==> src/rtl/systolic_output_drain_pkg.sv <==
// Shared state encoding, index-width helpers and flat-bus word slicing for the
// systolic array, its input feeder and the output drain.
`ifndef SYSTOLIC_OUTPUT_DRAIN_PKG_SV
`define SYSTOLIC_OUTPUT_DRAIN_PKG_SV

// Word idx of an ascending flat bus [0:N-1] made of w-bit words.
`define SOD_WORD_LO(w, idx) ((w) * (idx))
`define SOD_WORD(vec, w, idx) vec[`SOD_WORD_LO(w, idx) +: (w)]

package systolic_output_drain_pkg;

  typedef enum logic [1:0] {
    WAIT   = 2'd0,
    CLEAR  = 2'd1,
    SETTLE = 2'd2,
    DRAIN  = 2'd3
  } drain_state_t;

  function automatic int unsigned clog2(input int unsigned value);
    int unsigned width;
    int unsigned span;
    width = 0;
    span  = 1;
    while (span < value) begin
      span  = span << 1;
      width = width + 1;
    end
    return width;
  endfunction

  // Index counters need at least one bit even for a single entry.
  function automatic int unsigned index_width(input int unsigned count);
    return (count > 1) ? clog2(count) : 1;
  endfunction

endpackage

`endif

==> src/rtl/systolic_output_drain_if.sv <==
// Row-per-beat valid/ready result stream leaving the output drain.
interface systolic_output_drain_if #(
  parameter int num_col       = 3,
  parameter int acc_word_size = 24,
  parameter int row_width     = 2
) ();

  logic                             out_valid;
  logic                             out_ready;
  logic [0:acc_word_size*num_col-1] out_data;
  logic [row_width-1:0]             out_row;
  logic                             out_last;

  modport master (
    output out_valid,
    output out_data,
    output out_row,
    output out_last,
    input  out_ready
  );

  modport slave (
    input  out_valid,
    input  out_data,
    input  out_row,
    input  out_last,
    output out_ready
  );

endinterface

==> src/rtl/systolic_output_drain_acc_bank.sv <==
// Accumulator bank: one acc_word_size register per PE, loaded or summed with
// the zero-extended PE snapshot, read back one array row at a time.
module systolic_output_drain_acc_bank
  import systolic_output_drain_pkg::*;
#(
  parameter int num_row       = 3,
  parameter int num_col       = 3,
  parameter int out_word_size = 16,
  parameter int acc_word_size = 24,
  parameter int row_width     = 2
) (
  input  logic                                     clk,
  input  logic                                     reset,
  input  logic                                     load,
  input  logic                                     add,
  input  logic [0:out_word_size*num_row*num_col-1] pe_vals,
  input  logic [row_width-1:0]                     rd_row,
  output logic [0:acc_word_size*num_col-1]         rd_data
);

  localparam int unsigned num_words = num_row * num_col;

  logic [acc_word_size-1:0] acc [num_words];

  always_ff @(posedge clk) begin
    if (reset) begin
      for (int unsigned i = 0; i < num_words; i++) begin
        acc[i] <= '0;
      end
    end else if (load || add) begin
      // Load restarts from zero so both paths share one adder; sums wrap.
      for (int unsigned i = 0; i < num_words; i++) begin
        acc[i] <= (load ? '0 : acc[i]) +
                  acc_word_size'(`SOD_WORD(pe_vals, out_word_size, i));
      end
    end
  end

  always_comb begin
    int unsigned row_base;
    rd_data  = '0;
    row_base = 32'(rd_row) * num_col;
    for (int unsigned c = 0; c < num_col; c++) begin
      `SOD_WORD(rd_data, acc_word_size, c) = acc[row_base + c];
    end
  end

endmodule

==> src/rtl/systolic_output_drain.sv <==
// Collects K-tile partial sums from the systolic array, clearing the array
// after each snapshot, then streams the summed tile out one row per beat.
module systolic_output_drain
  import systolic_output_drain_pkg::*;
#(
  parameter int num_row       = 3,
  parameter int num_col       = 3,
  parameter int out_word_size = 16,
  parameter int acc_word_size = 24,
  parameter int num_k_tiles   = 2
) (
  input  logic                                     clk,
  input  logic                                     reset,
  input  logic                                     compute_done,
  input  logic [0:out_word_size*num_row*num_col-1] pe_register_vals,
  output logic                                     array_reset,
  systolic_output_drain_if.master                  drain_bus,
  output logic                                     tile_done,
  output logic                                     busy
);

  localparam int row_width = index_width(num_row);
  localparam int k_width   = index_width(num_k_tiles);

  localparam logic [row_width-1:0] last_row = row_width'(num_row - 1);
  localparam logic [k_width-1:0]   last_k   = k_width'(num_k_tiles - 1);

  drain_state_t             state, state_next;
  logic [k_width-1:0]       k_idx, k_idx_next;
  logic [row_width-1:0]     row_idx, row_idx_next;
  logic                     array_reset_next;
  logic                     out_valid, out_valid_next;
  logic                     tile_done_next;
  logic                     acc_load, acc_add;
  logic [0:acc_word_size*num_col-1] row_data;

  always_ff @(posedge clk) begin
    if (reset) begin
      state       <= WAIT;
      k_idx       <= '0;
      row_idx     <= '0;
      array_reset <= 1'b1;
      out_valid   <= 1'b0;
      tile_done   <= 1'b0;
    end else begin
      state       <= state_next;
      k_idx       <= k_idx_next;
      row_idx     <= row_idx_next;
      array_reset <= array_reset_next;
      out_valid   <= out_valid_next;
      tile_done   <= tile_done_next;
    end
  end

  always_comb begin
    state_next       = state;
    k_idx_next       = k_idx;
    row_idx_next     = row_idx;
    array_reset_next = 1'b0;
    out_valid_next   = out_valid;
    tile_done_next   = 1'b0;
    acc_load         = 1'b0;
    acc_add          = 1'b0;

    unique case (state)
      WAIT: begin
        if (compute_done) begin
          acc_load         = (k_idx == '0);
          acc_add          = (k_idx != '0);
          array_reset_next = 1'b1;
          state_next       = CLEAR;
        end
      end
      CLEAR: begin
        if (k_idx == last_k) begin
          k_idx_next     = '0;
          row_idx_next   = '0;
          out_valid_next = 1'b1;
          state_next     = DRAIN;
        end else begin
          k_idx_next = k_idx + k_width'(1);
          state_next = SETTLE;
        end
      end
      // Holding off until done falls keeps one tile from being summed twice.
      SETTLE: begin
        if (!compute_done) begin
          state_next = WAIT;
        end
      end
      DRAIN: begin
        if (drain_bus.out_ready) begin
          if (row_idx == last_row) begin
            out_valid_next = 1'b0;
            tile_done_next = 1'b1;
            state_next     = WAIT;
          end else begin
            row_idx_next = row_idx + row_width'(1);
          end
        end
      end
      default: state_next = WAIT;
    endcase
  end

  systolic_output_drain_acc_bank #(
    .num_row       (num_row),
    .num_col       (num_col),
    .out_word_size (out_word_size),
    .acc_word_size (acc_word_size),
    .row_width     (row_width)
  ) u_acc_bank (
    .clk     (clk),
    .reset   (reset),
    .load    (acc_load),
    .add     (acc_add),
    .pe_vals (pe_register_vals),
    .rd_row  (row_idx),
    .rd_data (row_data)
  );

  assign drain_bus.out_valid = out_valid;
  assign drain_bus.out_data  = row_data;
  assign drain_bus.out_row   = row_idx;
  assign drain_bus.out_last  = out_valid && (row_idx == last_row);
  assign busy                = (state != WAIT);

endmodule

==> src/flat_wrapper.sv <==
// flat-port wrapper written by rule: the top's interface ports become plain ports
module systolic_output_drain_flat import systolic_output_drain_pkg::*;
#(
  parameter int num_row       = 3,
  parameter int num_col       = 3,
  parameter int out_word_size = 16,
  parameter int acc_word_size = 24,
  parameter int num_k_tiles   = 2
)
  (clk, reset, compute_done, pe_register_vals, array_reset, tile_done, busy, drain_bus_out_valid, drain_bus_out_data, drain_bus_out_row, drain_bus_out_last, drain_bus_out_ready);
  systolic_output_drain_if #(.num_col(num_col), .acc_word_size(acc_word_size), .row_width((systolic_output_drain_pkg::index_width(num_row)))) drain_bus_i ();
  input  logic clk;
  input  logic reset;
  input  logic compute_done;
  input  logic [0:out_word_size*num_row*num_col-1] pe_register_vals;
  output logic array_reset;
  output logic tile_done;
  output logic busy;
  output wire logic [$bits(drain_bus_i.out_valid)-1:0] drain_bus_out_valid;
  output wire logic [$bits(drain_bus_i.out_data)-1:0] drain_bus_out_data;
  output wire logic [$bits(drain_bus_i.out_row)-1:0] drain_bus_out_row;
  output wire logic [$bits(drain_bus_i.out_last)-1:0] drain_bus_out_last;
  input wire logic [$bits(drain_bus_i.out_ready)-1:0] drain_bus_out_ready;
  assign drain_bus_out_valid = drain_bus_i.out_valid;
  assign drain_bus_out_data = drain_bus_i.out_data;
  assign drain_bus_out_row = drain_bus_i.out_row;
  assign drain_bus_out_last = drain_bus_i.out_last;
  assign drain_bus_i.out_ready = drain_bus_out_ready;
  systolic_output_drain #(.num_row(num_row), .num_col(num_col), .out_word_size(out_word_size), .acc_word_size(acc_word_size), .num_k_tiles(num_k_tiles)) u_core (.clk(clk), .reset(reset), .compute_done(compute_done), .pe_register_vals(pe_register_vals), .array_reset(array_reset), .drain_bus(drain_bus_i), .tile_done(tile_done), .busy(busy));
endmodule
==> config.mk <==
export PLATFORM = sky130hd
export DESIGN_NAME = systolic_output_drain_flat
export DESIGN_NICKNAME = d
export VERILOG_FILES = /design/src/rtl/systolic_output_drain_pkg.sv /design/src/rtl/systolic_output_drain_if.sv /design/src/rtl/systolic_output_drain_acc_bank.sv /design/src/rtl/systolic_output_drain.sv /design/src/flat_wrapper.sv
export SDC_FILE = /design/constraint.sdc
export NUM_CORES = 1
export LEC_CHECK = 0
export CORE_MARGIN = 2
export CORE_UTILIZATION = 40
export CTS_CLUSTER_DIAMETER = 120
export CTS_CLUSTER_SIZE = 25
export DETAILED_ROUTE_END_ITERATION = 8
export PLACE_DENSITY = 0.62
export SYNTH_ARGS = -nofsm -noshare
export SYNTH_HDL_FRONTEND = slang
export SYNTH_SLANG_ARGS = --single-unit
==> constraint.sdc <==
create_clock -name clk -period 22.5 [get_ports clk]
set_clock_uncertainty 0.05 [all_clocks]
set_input_delay 6.75 -clock clk [delete_from_list [all_inputs] [get_ports clk]]
set_output_delay 6.75 -clock clk [all_outputs]
set_load 0.02 [all_outputs]
* Word-level counts from Yosys, hierarchy flattened
Memory sizes are Yosys's and may differ from the RTL's. Index checks and enable logic that the tools add are counted. W data, S select, Z words.
Word-level totals: bits in registers 8, memory bits (writable) 216, input port bits 148, logic and storage cells 97, memories 1
Memories:
- u_core.u_acc_bank.acc | words 9, width 24, read ports 12, clocked after Yosys merged registers in 0, write ports 9, line systolic_output_drain_acc_bank.sv:23 | logic [acc_word_size-1:0] acc [num_words];
Cells by class: add/sub/neg operators 13, $mul 1, equality and inequality tests 10, mux-type cells 45, bitwise operators 12, reductions and logical operators 9
Operators by type and width (count):
- $mux W24 | 18
- $add A24 B16 Y24 | 9
- $mux W1 | 17
- $mux W2 | 7
- $reduce_and A4 Y1 | 3
- $or A1 B1 Y1 | 9
- $ne A2 B2 Y1 const B | 4
- $pmux W2 S4 | 1
- $eq A2 B2 Y1 const B | 3
- $add A4 B1 Y4 const B | 1
- $add A4 B2 Y4 const B | 1
- $mul A2 B2 Y4 const B | 1
- $ne A2 B1 Y1 const B | 2
- $pmux W2 S2 | 1
- $reduce_bool A2 Y1 | 2
- $not A1 Y1 | 3
- $reduce_or A3 Y1 | 1
- $add A2 B1 Y2 const B | 1
- $eq A2 B1 Y1 const B | 1
- $logic_not A2 Y1 | 1
- $pmux W1 S2 | 1
- $add A1 B1 Y1 const B | 1
- $logic_and A1 B1 Y1 | 1
- $logic_or A1 B1 Y1 | 1

* Logic depth before layout (Yosys ltp)
Gate-level depths: netlist (run 1).
word-level depth 8, mapped depth 17

* Modules after synthesis
A second synthesis (run 1) with hierarchy kept.
Unflattened totals: cell total of the unflattened synthesis 2198, area total of the unflattened synthesis 21297.9 um^2
By module, submodules not included:
- systolic_output_drain_acc_bank | times used 1, cells each 2153, area an instance 20893.8 um^2, sequential area each 6486.2 um^2
- systolic_output_drain | times used 1, cells each 45, area an instance 404.1 um^2, sequential area each 160.2 um^2

* Worst setup path after synthesis (run 1)
Ideal clock, no wire load.
kind input-to-reg, from input port compute_done, to memory u_core.u_acc_bank.acc[0][0], enable pin, library setup time 0.838 ns, data arrival time 16.772 ns, setup slack 4.841 ns, stages 2, path buffers 0, cells stage by stage nand2b_1 > o21bai_1
RTL lines:
- start: declaration | line flat_wrapper.sv:14 | input logic compute_done;
- end: declaration | line systolic_output_drain_acc_bank.sv:23

* Worst setup path in the final report (run 1)
from register u_core.row_idx[0], in the netlist u_core.drain_bus.out_row[0], to output port drain_bus_out_data[60]
Between the ends: longest elaborated chain between the ends 2
RTL lines:
- start: declaration | line systolic_output_drain.sv:30 | logic [row_width-1:0] row_idx, row_idx_next;
- start signal: assignment | line systolic_output_drain.sv:48 | row_idx <= row_idx_next;
- $mul A2 B2 Y4 | line systolic_output_drain_acc_bank.sv:42 | row_base = 32'(rd_row) * num_col;
- $mem_v2 Z9 W24
- end: declaration | line flat_wrapper.sv:20 | output wire logic [$bits(drain_bus_i.out_data)-1:0] drain_bus_out_data;
Every way passes these cells.

==> flow_summary.yaml, run 1 <==
timing:
  fmax_ghz: 0.0820
  layout_min_cycle_time_ps: 12190
  rsz0062_at_grt: "no"
  relSlewSlack_pct: 25.6
  fin_crit_sh_pct: 54.2
  max_slew.worst_pin.slew_ps: 1120
  hold_violations: 0
  maxSlewViolCount: 0
  tns_ps: 0
  setup_viol: 0
final_layout:
  drive_gt1_share_pct: 8.94
  final_nets: 2702
  area_delta_synth_final_pct: 14.8
  ff_latch_area_sq_um: 6650
  fill_cells: 4996
  multi_input_area_sq_um: 14300
  n_antenna_cell: 0
  final_util_pct: 46.4
synthesis:
  synth_edf_count: 216
  synth_cell_types: 95
  synth_area_leader_cell: "edfxtp_1"
  synth_compound_area_share_pct: 17.3
  synth_top_area_share_pct: 29.9
  ys_seq_area_share_pct: 30.6
  synth_top_family_by_area: "simple AND/OR/NAND/NOR gates"
  synthSimpleGateAreaFrac_pct: 19.9
  post_synth_fa_ha_maj_area_fraction_pct: 9.36
  async_flop_share_pct: 0
  synth-xor-area-share_pct: 5.13
  synth_area_per_cell_sq_um: 9.58
  syn_area_sq_um: 21700
  synth_seq_cells: 224
  syn_inst: 2264
  yosys-top-cells-area: "edfxtp_1 30%, mux4_2 12%, ha_1 8.5%"
  ys.warnings.count: 0
  synthMuxAreaShare_pct: 14.2
  ys.flop_type: "edfxtp_1"
  synth_nets: 2569
run_status:
  status: "finished, final reports clean"
die:
  die_x_um: 237
  die_area_sq_um: 56100
  start_util_pct: 40.4
  pin_count: 227
  num_rows: 85
  fp.dieH_um: 237
  core_sq_um: 53700
cts:
  cts_tree: "yes"
  clock-sinks: 224
  clk_pin_slew_worst_paths_ps: 110
  cts_buffers: 14
  cts_max_path_buffers: 3
  worstSkewPairLatency_ps: 520
  clockRootBuffer: "clkbuf_16"
  cts_setup_buffers: 0
  htree_levels: 1
  postCtsHoldBufs: 0
  cts-resized-gates: 0
placed_design:
  place_congestion: 0.912
  dpl.hpwl_um: 54300
  portBuffers: 226
power:
  p_leak_nw: 9.59
  irDropWorstVdd_mv: 0.0438
  power_density_nw_per_um2: 58.8
flow_run:
  maxCapViolations: 0
critical_path:
  crit_path_start_kind: "register"
  r2r_start: "u_core.state[1]$_SDFFE_PP0P_"
  end_kind: "primary output"
  cp.arrival_ps: 5390
  rrSetupSlack_ps: 17450
  crit_type: "reg2out"
  worstSetupStartpoint: "u_core.drain_bus.out_row[0]$_SDFFE_PP0P_"
  critPathMaxFanout: 68
  cp_data_required_time_ps: 15700
global_route:
  grt_pass1_wl_um: 108000
  antenna_found_initial: 1
  grtUsageMet3_pct: 2.48
  use_met1_pct: 36.4
  busiest_layer: "met2"
  track_usage_pct: 24.8
  first_global_vias: 17931
  grt_overflow: 0
  grt_max_degree: 159
  met2_usage_pct: 39.4
routing:
  dr.pass1.iters: 5
  ant_nets: 0
  num_vias: 18975
  drt_iter0_markers: 1981
  viasPerCell: 6.12
  drc_errors: 0
  drt_wl_total_um: 71400
  wl_per_cell_um: 23.0
min_path:
  min_path_type: "reg2reg"
  min-delay-start: "u_core.drain_bus.out_valid$_SDFFE_PP0P_"
[worst paths after layout]
check	end	cells after the start
max	drain_bus_out_data[60]	8
min	u_core.drain_bus.out_valid$_SDFFE_PP0P_	2
max reg2reg	u_core.u_acc_bank.acc[4][16]$_SDFFCE_PN0P_	12
min reg2reg	u_core.drain_bus.out_valid$_SDFFE_PP0P_	2
[state kept, by name, indices dropped and copies added, names as in the netlist]
register	cells
u_core.array_reset	1
u_core.drain_bus.out_row	2
u_core.drain_bus.out_valid	1
u_core.k_idx	1
u_core.state	2
u_core.tile_done	1
u_core.u_acc_bank.acc	216
[synthesized netlist by cell type, types with 7 or more instances]
| library cell | n |
|---|---|
| nor3b_1 | 7 |
| mux2i_1 | 36 |
| nor3_1 | 26 |
| a21o_1 | 73 |
| fa_1 | 9 |
| xor2_1 | 50 |
| and2_1 | 170 |
| a21oi_1 | 153 |
| clkbuf_1 | 76 |
| mux4_2 | 120 |
| inv_1 | 53 |
| a31o_2 | 8 |
| nand4_1 | 25 |
| and4_1 | 11 |
| buf_6 | 8 |
| o21ai_1 | 7 |
| edfxtp_1 | 216 |
| nor2b_1 | 53 |
| a31oi_1 | 21 |
| ha_1 | 148 |
| o21bai_1 | 26 |
| o21ai_0 | 100 |
| and3_1 | 20 |
| a211oi_1 | 45 |
| buf_1 | 15 |
| o211ai_1 | 16 |
| a211o_1 | 8 |
| o31ai_1 | 11 |
| o21a_1 | 15 |
| nand3_1 | 52 |
| nand2_1 | 158 |
| nand2b_1 | 8 |
| or2_2 | 9 |
| buf_2 | 25 |
| dfxtp_1 | 8 |
| nor2_1 | 280 |
| or3_1 | 19 |
| xnor2_1 | 77 |
[layer usage]
layer	vias up	share of wire (%)
met2	802	45
met1	9377	45
met3	78	7.5
met5	-	0
met4	0	2.4
li1	8718	-
[cells in the final DEF (no fill, tap or decap), types with 16 or more instances in the layout]
cell               n
a211oi_1          45
a21o_1            73
a21oi_1          153
a31oi_1           21
and2_1           170
and3_1            20
clkdlybuf4s50_1  226
edfxtp_1         216
ha_1             146
inv_1             53
mux2i_1           36
mux4_2           120
nand2_1          158
nand3_1           52
nand4_1           25
nor2_1           280
nor2b_1           53
nor3_1            25
o211ai_1          16
o21ai_0          100
o21bai_1          25
or3_1             18
xnor2_1           77
xor2_1            49
[layout make-up]
type | instances | share of cell area (%)
well taps | 696 | 3.50
inverters | 54 | 0.814
clock inverters | 6 | 0.266
flip-flops and latches | 224 | 26.7
repair buffers | 241 | 9.58
multi-input cells | 1862 | 57.6
clock buffers | 17 | 1.54
[stage by stage]
step	hold slack, ps	cells	power (mW)	area, sq um	worst slack [ps]
floorplan	538	2264	0.974	21700	4840
global placement	493	3077	1.16	24500	10850
detailed placement	493	3077	1.17	24500	10800
CTS	516	3100	1.46	24900	10240
global route	531	3100	1.54	24900	9950
finish	515	3100	1.47	24900	10310
[where the power goes]
part,internal [mW],total (mW),leakage (nW),switching [mW]
clock,0.128,0.296,0.218,0.168
combinational,0.260,0.582,6.97,0.322
sequential,0.514,0.588,2.41,0.0734
total,0.902,1.47,9.59,0.563
[logic make-up after synthesis]
group	after synthesis
AO/OA/AOI/OAI	557
XOR/XNOR	127
adder cells (fa/ha/maj)	157
buffers and inverters	178
flip-flops	224
multiplexers	158
AND/OR/NAND/NOR	863
[worst max-delay path, stage by stage, from the launching register on]
cell,delay [ps]
dfxtp_4,1000
inv_1,230
ha_4,850
buf_4,800
mux4_2,590
nor2b_1,150
a211oi_1,520
nor2_1,90
clkdlybuf4s50_1,550
(Power assumes the default switching activity.)
==> run 2: changes to the inputs <==
==> constraint.sdc (replaced) <==
create_clock -name clk -period 12.6 [get_ports clk]
set_clock_uncertainty 0.05 [all_clocks]
set_input_delay 3.78 -clock clk [delete_from_list [all_inputs] [get_ports clk]]
set_output_delay 3.78 -clock clk [all_outputs]
set_load 0.02 [all_outputs]
==> run 2 against run 1 <==
  * Non-clock buffer count increased by 2
  * Largest cell class unchanged
  * Critical path type unchanged
  * Flip-flop and latch count stayed put
  * Total power grew 76%
==> flow_summary.yaml, run 2 (same netlist as run 1, synthesis figures left out) <==
run_status:
  status: "finished, final reports clean"
timing:
  fmax_ghz: 0.113
  rsz0062_at_grt: "no"
  hold_violations: 0
  tns_ps: 0
  max_slew.worst_pin.slew_ps: 1100
  maxSlewViolCount: 0
  relSlewSlack_pct: 26.8
  fin_crit_sh_pct: 70.0
  layout_min_cycle_time_ps: 8820
  setup_viol: 0
power:
  p_leak_nw: 9.56
  p_seq_share_pct: 40.9
  p_sw_uw: 994
  power_density_nw_per_um2: 104
  p_sw_share_pct: 38.6
  p_int_mw: 1.58
  p_comb_share_pct: 40.5
  clkPwrFrac_pct: 18.6
  irDropWorstVdd_mv: 0.0674
cts:
  cts_setup_buffers: 0
  clk_pin_slew_worst_paths_ps: 110
  clockRootBuffer: "clkbuf_16"
  cts-resized-gates: 0
  cts_max_path_buffers: 3
  worstSkewPairLatency_ps: 500
  cts_buffers: 13
  postCtsHoldBufs: 0
  cts_tree: "yes"
  htree_levels: 1
  clock-sinks: 224
min_path:
  min_path_cells: 2
  min_path_type: "reg2reg"
  min-delay-start: "u_core.drain_bus.out_valid$_SDFFE_PP0P_"
  min_to: "u_core.drain_bus.out_valid$_SDFFE_PP0P_"
final_layout:
  fin_cells: 3100
  largest_reg_flops: 216
  final_util_pct: 46.3
  area_delta_synth_final_pct: 14.5
  regMostFlops: "u_core.u_acc_bank.acc"
  mostFrequentLayoutCells: "280 x nor2_1, 226 x clkdlybuf4s50_1, 216 x edfxtp_1"
  drive_gt1_share_pct: 8.87
  final_nets: 2703
  mostFrequentLayoutCell: "nor2_1"
flow_run:
  maxCapViolations: 0
placed_design:
  dpl.cell_count: 3079
  place_congestion: 0.925
  portBuffers: 226
  dpl.hpwl_um: 55300
routing:
  num_vias: 18964
  viasPerCell: 6.12
  drt_wl_total_um: 72700
  drc_errors: 0
  dr.pass1.iters: 5
  ant_nets: 0
  drt_iter0_markers: 1683
  wl_per_cell_um: 23.5
critical_path:
  crit_slowest_cell: "dfxtp_4"
  worst-path-stages: 8
  critPathTopFamily: "buffers and inverters"
  crit_path_start_kind: "register"
  r2r_start: "u_core.state[1]$_SDFFE_PP0P_"
  cp_cell_sequence: "inv_1, ha_4, buf_4, mux4_2, nor2b_1, a211oi_1, nor2_1, clkdlybuf4s50_1"
  cp.arrival_ps: 4990
  rrSetupSlack_ps: 7920
  r2r-end: "u_core.u_acc_bank.acc[3][22]$_SDFFCE_PN0P_"
  slowest_delay_ps: 980
  cp_data_required_time_ps: 8770
  r2r.worst_path.cells: 12
  path_buf_inv: 3
  end_kind: "primary output"
  critPathMaxFanout: 77
  crit_type: "reg2out"
global_route:
  first_global_vias: 18283
  grt_overflow: 0
  track_usage_pct: 25.3
  antenna_found_initial: 4
  grt_pass1_wl_um: 110000
  grt_max_degree: 160
die:
  pin_count: 227
  fp.dieH_um: 237
  core_sq_um: 53700
  die_x_um: 237
  num_rows: 85
  start_util_pct: 40.4
  die_area_sq_um: 56100
## run 2: layout make-up
cell class,count,area [sq um]
clock buffer,15,333
antenna,2,5.00
clock inverter,4,31.3
sequential,224,6650
multi-input combinational,1862,14300
fill,4985,28900
timing repair buffer,243,2400
inverter,54,203
tap,696,871
## run 2: metrics by stage
stage / cell area (sq um) / power (mW) / hold slack [ps] / setup WS, ps
after floorplan: 21700 / 1.73 / 538 / 2540
after global placement: 24500 / 2.07 / 493 / 4340
after detailed placement: 24500 / 2.09 / 497 / 4250
after CTS: 24800 / 2.57 / 519 / 3720
after global routing: 24800 / 2.70 / 566 / 3440
final: 24800 / 2.57 / 525 / 3780
## run 2: worst max-delay path by stage
stage	start	end
after floorplan	compute_done	u_core.u_acc_bank.acc[0][0]$_SDFFCE_PN0P_
after global placement	compute_done	u_core.u_acc_bank.acc[3][12]$_SDFFCE_PN0P_
after detailed placement	compute_done	u_core.u_acc_bank.acc[3][12]$_SDFFCE_PN0P_
after CTS	u_core.drain_bus.out_row[0]$_SDFFE_PP0P_	drain_bus_out_data[60]
after global routing	u_core.drain_bus.out_row[0]$_SDFFE_PP0P_	drain_bus_out_data[60]
final	u_core.drain_bus.out_row[0]$_SDFFE_PP0P_	drain_bus_out_data[60]
## run 2: worst register-to-register path: cells and delay by family, from the launching register on
kind                       cells  cell delay, ps
AOI/OAI and AO/OA              7            1810
adders and majority gates      2             670
DFF                            1             520
and+or+nand+nor                2            1080
buffers and inverters          1             410
## run 2: metal layers
metal	vias to the layer above	GRT usage (%)	part of all wire, %
li1	8709	-	-
met1	9363	36.6	44
met2	777	39.6	45
met3	111	3.40	8.2
met4	4	7.36	3.0
met5	-	0	0.036
## run 2: power groups by stage
stage	clock, mW	sequential (mW)	combinational (mW)
2_1_floorplan	0	0.988	0.742
3_3_place_gp	0	1.06	1.01
3_5_place_dp	0	1.06	1.03
4_1_cts	0.488	1.04	1.04
5_1_grt	0.507	1.06	1.14
6_report	0.478	1.05	1.04
==> run 3: changes to the inputs <==
==> constraint.sdc (replaced) <==
create_clock -name clk -period 8.4 [get_ports clk]
set_clock_uncertainty 0.05 [all_clocks]
set_input_delay 2.52 -clock clk [delete_from_list [all_inputs] [get_ports clk]]
set_output_delay 2.52 -clock clk [all_outputs]
set_load 0.02 [all_outputs]
==> run 3 against run 2 <==
  * First-iteration DRC count increased by 8.1%
  * Register-to-register slack worse by 4100 ps
  * Worst hold slack lost 37 ps
  * Critical endpoint is now drain_bus_out_data[53]
  * Largest power group unchanged
  * Critical path depth unchanged
  * Flip-flop and latch count unchanged
==> flow_summary.yaml, run 3 (same netlist as run 1, synthesis figures left out) <==
run_status:
  status: "finished, final reports clean"
cts:
  clockRootBuffer: "clkbuf_16"
  cts_max_path_buffers: 3
  cts-resized-gates: 0
  cts_buffers: 13
  worstSkewPairLatency_ps: 500
  clk_pin_slew_worst_paths_ps: 110
  htree_levels: 1
  clock-sinks: 224
  cts_setup_buffers: 0
  postCtsHoldBufs: 0
  cts_tree: "yes"
final_layout:
  regMostFlops: "u_core.u_acc_bank.acc"
  area_delta_synth_final_pct: 15.0
  mostFrequentLayoutCells: "280 x nor2_1, 226 x clkdlybuf4s50_1, 216 x edfxtp_1"
  largest_reg_flops: 216
  mostFrequentLayoutCell: "nor2_1"
  final_util_pct: 46.4
  final_nets: 2712
  drive_gt1_share_pct: 9.20
  fill_cells: 4958
  design_area_sq_um: 24900
power:
  p_seq_share_pct: 40.4
  finalPower_mw: 3.89
  irDropWorstVdd_mv: 0.107
  p_int_mw: 2.40
  clkPwrFrac_pct: 19.2
  p_comb_share_pct: 40.4
  p_sw_share_pct: 38.1
  power_density_nw_per_um2: 156
  p_leak_nw: 9.61
  p_sw_mw: 1.48
global_route:
  track_usage_pct: 25.1
  grt_max_degree: 127
  first_global_vias: 18128
  grt_overflow: 0
  antenna_found_initial: 0
  grt_pass1_wl_um: 109000
critical_path:
  crit_slowest_cell: "ha_4"
  slowest_delay_ps: 940
  crit_top_cell: "buf_4"
  r2r_start: "u_core.state[1]$_SDFFE_PP0P_"
  rrSetupSlack_ps: 3870
  critPathMaxFanout: 66
  crit_type: "reg2out"
  crit_path_start_kind: "register"
  cp_cell_sequence: "ha_4, buf_4, buf_4, mux4_2, nor2b_1, a211oi_1, nor2_1, clkdlybuf4s50_1"
  worstSetupStartpoint: "u_core.drain_bus.out_row[1]$_SDFFE_PP0P_"
  path_buf_inv: 3
  cp_data_required_time_ps: 5830
  end_kind: "primary output"
  cp.arrival_ps: 3890
  critPathTopFamily: "buffers and inverters"
placed_design:
  dpl.hpwl_um: 55400
  place_congestion: 0.928
  place_area_sq_um: 24500
  portBuffers: 226
flow_run:
  maxCapViolations: 0
routing:
  drt_wl_total_um: 72000
  drt_iter0_markers: 1820
  num_vias: 18999
  viasPerCell: 6.11
  dr.pass1.iters: 6
  drc_errors: 0
  ant_nets: 0
  wl_per_cell_um: 23.1
timing:
  setup_viol: 0
  maxSlewViolCount: 0
  rsz0062_at_grt: "no"
  relSlewSlack_pct: 27.4
  fmax_ghz: 0.155
  fin_crit_sh_pct: 77.0
  max_slew.worst_pin.slew_ps: 1090
  tns_ps: 0
  layout_min_cycle_time_ps: 6460
  hold_violations: 0
die:
  core_sq_um: 53700
  die_x_um: 237
  start_util_pct: 40.4
  num_rows: 85
  fp.dieH_um: 237
  pin_count: 227
  die_area_sq_um: 56100
min_path:
  min-delay-start: "u_core.drain_bus.out_valid$_SDFFE_PP0P_"
  min_path_type: "reg2reg"
==> run 3: cell types whose count changed in the layout (fill, tap and decap cells not counted) <==
cell	before	now
buf_4	16	25
bufinv_16	0	1
clkbuf_1	2	4
clkinv_2	1	0
clkinv_8	0	1
diode_2	2	1
inv_6	0	1
inv_8	2	0
==> run 3: tightest hold or removal path, stage by stage, from the launching register on <==
cell and delay (ps):
dfxtp_1 340, a21oi_1 120, nor2_1 50
==> run 3: cell type report <==
cell class,instances,area (sq um),area share [%]
repair buffers,252,2470,9.90
diodes,1,2.50,0.0100
multi-input cells,1862,14300,57.5
inverters,54,203,0.813
clock buffers,17,340,1.36
flip-flops and latches,224,6650,26.7
clock inverters,4,58.8,0.236
well taps,696,871,3.49
==> run 3: power groups by stage <==
stage	logic (mW)	clock network (mW)	registers (mW)
2_1_floorplan	1.11	0	1.47
3_3_place_gp	1.53	0	1.58
3_5_place_dp	1.55	0	1.58
4_1_cts	1.56	0.759	1.56
5_1_grt	1.71	0.791	1.58
6_report	1.57	0.747	1.57
==> run 3: metrics by stage <==
stage	instances	setup slack (ps)	hold WS, ps
after CTS	3109	1910	487
after detailed placement	3088	1510	463
final	3110	1940	488
after global routing	3109	1690	514
after global placement	3088	1560	452
after floorplan	2264	2000	538
==> run 3: path summary, 6_finish.rpt <==
check / endpoint / depth (start not counted)
worst max-delay path: drain_bus_out_data[53] / 8
worst min-delay path: u_core.drain_bus.out_valid$_SDFFE_PP0P_ / 2
worst max register to register: u_core.u_acc_bank.acc[2][16]$_SDFFCE_PN0P_ / 11
worst min register to register: u_core.drain_bus.out_valid$_SDFFE_PP0P_ / 2
==> run 3: metal layers <==
metal	GRT usage (%)	share of wire, %	vias to the layer above
met5	0	0	-
met4	7.08	3.0	0
met3	2.19	7.4	87
met2	39.4	45	801
met1	36.9	45	9373
li1	-	-	8738
